File: src/rtl/debounce_filter.sv
// debounce_filter: input synchronizer plus stability-count debounce feeding the edge detector.
// Define DEBOUNCE_FILTER_EDGE_OUT_EN to add registered rise/fall pulses aligned with q.
module debounce_filter #(
    parameter int unsigned DebounceCount = 8,
    parameter int unsigned CountWidth    = 16,
    parameter int unsigned SyncStages    = 2,
    parameter bit          InitValue     = 1'b0
) (
    input  logic clock,
    input  logic reset_n,
    input  logic d,
    input  logic en,
    output logic q,
    output logic busy
`ifdef DEBOUNCE_FILTER_EDGE_OUT_EN
    ,
    output logic rise,
    output logic fall
`endif
);
    localparam int unsigned Count = (DebounceCount == 0) ? 1 : DebounceCount;
    localparam logic [CountWidth-1:0] CntLast = CountWidth'(Count - 1);

    if (SyncStages < 2 || SyncStages > 3) begin : g_bad_sync
        $error("debounce_filter: SyncStages must be 2 or 3");
    end
    if (Count - 1 >= (64'd1 << CountWidth)) begin : g_bad_width
        $error("debounce_filter: CountWidth too narrow for DebounceCount");
    end

    logic [SyncStages-1:0] sync_q;
    logic [CountWidth-1:0] cnt_q, cnt_d;
    logic                  out_q, out_d;
    logic                  s, done;

    always_ff @(posedge clock or negedge reset_n) begin
        if (!reset_n) sync_q <= {SyncStages{InitValue}};
        else          sync_q <= {sync_q[SyncStages-2:0], d};
    end

    assign s    = sync_q[SyncStages-1];
    assign done = en && (s != out_q) && (cnt_q == CntLast);

    // counter clears whenever s agrees with q, so a short glitch restarts qualification
    always_comb begin
        cnt_d = !en ? cnt_q : ((s == out_q) || done) ? '0 : cnt_q + 1'b1;
        out_d = done ? s : out_q;
    end

    always_ff @(posedge clock or negedge reset_n) begin
        if (!reset_n) begin
            cnt_q <= '0;
            out_q <= InitValue;
        end else begin
            cnt_q <= cnt_d;
            out_q <= out_d;
        end
    end

    assign q    = out_q;
    assign busy = (cnt_q != '0);

`ifdef DEBOUNCE_FILTER_EDGE_OUT_EN
    logic rise_q, fall_q;

    always_ff @(posedge clock or negedge reset_n) begin
        if (!reset_n) begin
            rise_q <= 1'b0;
            fall_q <= 1'b0;
        end else begin
            rise_q <= done && s;
            fall_q <= done && !s;
        end
    end

    assign rise = rise_q;
    assign fall = fall_q;
`endif
endmodule

File: config.mk
export PLATFORM = sky130hd
export DESIGN_NAME = debounce_filter
export DESIGN_NICKNAME = d
export VERILOG_FILES = /design/src/rtl/debounce_filter.sv
export SDC_FILE = /design/constraint.sdc
export NUM_CORES = 1
export LEC_CHECK = 0
export ABC_AREA = 1
export CELL_PAD_IN_SITES_DETAIL_PLACEMENT = 0
export CELL_PAD_IN_SITES_GLOBAL_PLACEMENT = 1
export CORE_ASPECT_RATIO = 1.5
export CORE_MARGIN = 1
export CORE_UTILIZATION = 44
export DETAILED_ROUTE_END_ITERATION = 12
export DONT_BUFFER_PORTS = 1
export PLACE_DENSITY = 0.82
export SKIP_CTS_REPAIR_TIMING = 1
export SYNTH_ARGS = -nofsm -noshare
export SYNTH_HDL_FRONTEND = slang
export SYNTH_SLANG_ARGS = --single-unit
File: constraint.sdc
create_clock -name clock -period 1.8 [get_ports clock]
set_input_delay 0.36 -clock clock [delete_from_list [all_inputs] [get_ports clock]]
set_output_delay 0.36 -clock clock [all_outputs]
set_load 0.05 [all_outputs]
==> results of run 1 <==
## cells in the final DEF, fill, tap and decap left out, types with 2 or more instances in the layout
master                     count
sky130_fd_sc_hd__nand4_1       5
sky130_fd_sc_hd__o21bai_1      2
sky130_fd_sc_hd__nand2_2       2
sky130_fd_sc_hd__nor2_4        2
sky130_fd_sc_hd__nor2_2        8
sky130_fd_sc_hd__inv_1        19
sky130_fd_sc_hd__ha_1          2
sky130_fd_sc_hd__dfrtp_1      18
sky130_fd_sc_hd__buf_4         2
sky130_fd_sc_hd__nand3_1      18
sky130_fd_sc_hd__o21ai_0       3
sky130_fd_sc_hd__nand2_1      47
sky130_fd_sc_hd__nor2_1       31
sky130_fd_sc_hd__clkbuf_4      3
sky130_fd_sc_hd__xor2_1        2
## synthesized netlist by cell type
master,instances,area [um2]
sky130_fd_sc_hd__a21oi_4,1,16.3
sky130_fd_sc_hd__buf_4,1,7.51
sky130_fd_sc_hd__buf_6,1,11.3
sky130_fd_sc_hd__dfrtp_1,19,475
sky130_fd_sc_hd__ha_1,2,25.0
sky130_fd_sc_hd__inv_1,19,71.3
sky130_fd_sc_hd__inv_2,1,3.75
sky130_fd_sc_hd__nand2_1,47,176
sky130_fd_sc_hd__nand2_2,2,12.5
sky130_fd_sc_hd__nand3_1,18,90.1
sky130_fd_sc_hd__nand4_1,5,31.3
sky130_fd_sc_hd__nor2_1,35,131
sky130_fd_sc_hd__nor2_2,4,25.0
sky130_fd_sc_hd__nor2_4,2,22.5
sky130_fd_sc_hd__nor3_1,1,5.00
sky130_fd_sc_hd__o21ai_0,3,15.0
sky130_fd_sc_hd__o21ai_1,1,5.00
sky130_fd_sc_hd__o21bai_1,2,15.0
sky130_fd_sc_hd__xnor2_1,1,8.76
sky130_fd_sc_hd__xor2_1,2,17.5
## cell type report
cell class | count | area [um2] | area share
Clock buffer | 4 | 26.3 | 0.0209
Inverter | 20 | 75.1 | 0.0598
Multi-Input combinational cell | 126 | 612 | 0.487
Sequential cell | 19 | 477 | 0.379
Tap cell | 24 | 30.0 | 0.0239
Timing Repair Buffer | 4 | 36.3 | 0.0289
## flip-flops by register name (all words and copies together) (netlist names)
name and flops:
cnt_q 16, q 1, sync_q 2
## layer usage
metal | wire length, um | vias up | part of all wire
met5 | 0 | - | 0
met4 | 24 | 0 | 0.0098
met3 | 45 | 2 | 0.018
met2 | 1320 | 16 | 0.54
met1 | 1060 | 457 | 0.43
li1 | - | 531 | -
## through the flow
stage	utilization	TNS [ps]	cells	hold WS [ps]	cell area, um2
finish	0.507	0	197	81.6	1260
global route	0.507	-32.7	197	53.7	1260
floorplan	-	0	167	64.4	1170
detailed placement	0.481	0	191	64.9	1190
CTS	0.492	-22.6	195	-273	1220
global placement	0.481	0	191	64.8	1190
## cell families after synthesis
| logic type | after synthesis | share of synthesized area |
|---|---|---|
| AOI/OAI and AO/OA | 7 | 0.0440 |
| xor gates and xnor gates | 3 | 0.0225 |
| DFF | 19 | 0.408 |
| adders and majority gates | 2 | 0.0215 |
| buffers and inverters | 22 | 0.0805 |
| and+or+nand+nor | 114 | 0.424 |
## critical path: stages (launching register included)
cell	delay (ps)
sky130_fd_sc_hd__dfrtp_1	450
sky130_fd_sc_hd__nor2_2	140
sky130_fd_sc_hd__nand2_1	70
sky130_fd_sc_hd__nor2_2	130
sky130_fd_sc_hd__nand4_1	120
sky130_fd_sc_hd__buf_6	170
## final timing paths
check	from	end	slack, ps	depth (start not counted)
worst max register to register	cnt_q[1]$_DFFE_PN0P_	cnt_q[15]$_DFFE_PN0P_	180	6
worst min-delay path	d	sync_q[0]$_DFF_PN0_	80	0
worst max-delay path	cnt_q[10]$_DFFE_PN0P_	busy	70	5
worst min register to register	sync_q[0]$_DFF_PN0_	sync_q[1]$_DFF_PN0_	360	0
max in group asynchronous	reset_n	cnt_q[13]$_DFFE_PN0P_	600	1
min in group asynchronous	reset_n	cnt_q[10]$_DFFE_PN0P_	620	1
## power groups by stage
stage | Sequential (mW) | Combinational [mW] | Clock (mW)
floorplan | 0.464 | 0.0752 | 0
global placement | 0.461 | 0.0972 | 0
detailed placement | 0.462 | 0.102 | 0
CTS | 0.454 | 0.102 | 0.231
global route | 0.456 | 0.129 | 0.249
finish | 0.454 | 0.115 | 0.213
==> flow_metrics.env, run 1 <==
export IMPL_setup_repair_after_global_routing_missed_its_margin="yes"
export IMPL_drc=0
export IMPL_synthCells=167
export IMPL_num_io_pins=6
export IMPL_detail_route_vias_per_cell=5.11
export IMPL_number_of_inserted_filler_cells_in_the_final_layout=265
export IMPL_maxCapViolations=0
export IMPL_critical_path_maximum_fanout=5
export IMPL_worstPathArrival_ps=1370
export IMPL_die_height_um=65.1
export IMPL_report_power_total_mw=0.781
export IMPL_synth_nets=173
export IMPL_insertedDiodeCount=0
export IMPL_setup_viol=0
export IMPL_maxClockFrequency_ghz=0.579
export IMPL_core_area_um2=2480
export IMPL_setup_ws_pre_cts_ps=180
export IMPL_seq_power_share=0.581
export IMPL_yosysWarningCount=0
export IMPL_power_combinational_fraction=0.147
export IMPL_sequential_fraction_of_the_synthesis_area=0.408
export IMPL_rows=22
export IMPL_yosys_register_bits=19
export IMPL_timing_critical_path_required_ps=1440
export IMPL_drtPass1Iterations=6
export IMPL_met1_track_demand_over_resource_in_global_routing=0.234
export IMPL_vias_in_the_first_global_route=1015
export IMPL_grt_max_degree=20
export IMPL_p_leak_nw=0.569
export IMPL_antenna_found_initial=0
export IMPL_critPathKind="flip-flop to output port"
export IMPL_vdd_drop_max_mv=0.358
export IMPL_wirelength_um=2460
export IMPL_route_detailed_wl_per_inst_um=12.5
export IMPL_cts_sink_count=19
export IMPL_power_density_nw_per_um2=622
export IMPL_grt_pass1_wl_um=4380
export IMPL_place_hpwl_um=1950
export IMPL_p_switching_mw=0.219
export IMPL_nNetsFinal=180
export IMPL_share_of_total_power_in_the_clock_network=0.272
export IMPL_worstSetupStartpointType="flip-flop"
export IMPL_synthDistinctLibCells=20
export IMPL_area_growth_synth_to_final_pct=7.72
export IMPL_global_route_usage_met3=0.0167
export IMPL_clock_skew_final_ps=7.71
export IMPL_drt_iter0_drc=33
export IMPL_start_util=0.471
export IMPL_global_route_overflow_total=0
export IMPL_worstSkewPairLatency_ps=290
export IMPL_syn_mean_instance_area_um2=6.98
export IMPL_worst_slew_margin_rel=0.419
export IMPL_hold_path_class="primary input to flip-flop"
export IMPL_run_status="completed"
export IMPL_clk_pin_slew_worst_paths_ps=110
export IMPL_final_min_clock_period_ps=1730
export IMPL_ctsRootBufferMaster="sky130_fd_sc_hd__clkbuf_4"
export IMPL_highest_utilization_routing_layer_at_the_global_route_stage="met2"
export IMPL_worst_setup_margin_ps=73.1
export IMPL_floorplan_die_width_um=44.0
export IMPL_post_route_period_util=0.959
export IMPL_numPortBuffers=0
export IMPL_floorplan_die_area_um2=2860
export IMPL_gp_congestion=0.852
export IMPL_synthesis_area_um2=1170
export IMPL_cts_root_to_sink_buffers=2
export IMPL_cts_tree="done"
export IMPL_net_switching_fraction_of_the_power=0.280
export IMPL_grt_use_met2=0.381
export IMPL_intPower_mw=0.562
export IMPL_hold_viol_final=0
export IMPL_drtAntennaViolNets=0
export IMPL_routed_via_count=1006
export IMPL_drive_gt1_frac=0.127
export IMPL_numCtsBuffers=3
export IMPL_clock_tree_htree_level_count=1
export IMPL_final_max_slew_violation_count=0
export IMPL_endpoint_kind="output port"
export IMPL_tightestPinTransition_ps=869
export IMPL_groute_usage_overall=0.208
No activity file was read; power rests on OpenSTA's default activity.
==> run 2, diff against run 1 <==
Settings changed: CAP_MARGIN from default to 15.
==> results of run 2 <==
The final DEF is identical to that of run 1; final timing and power are the same.
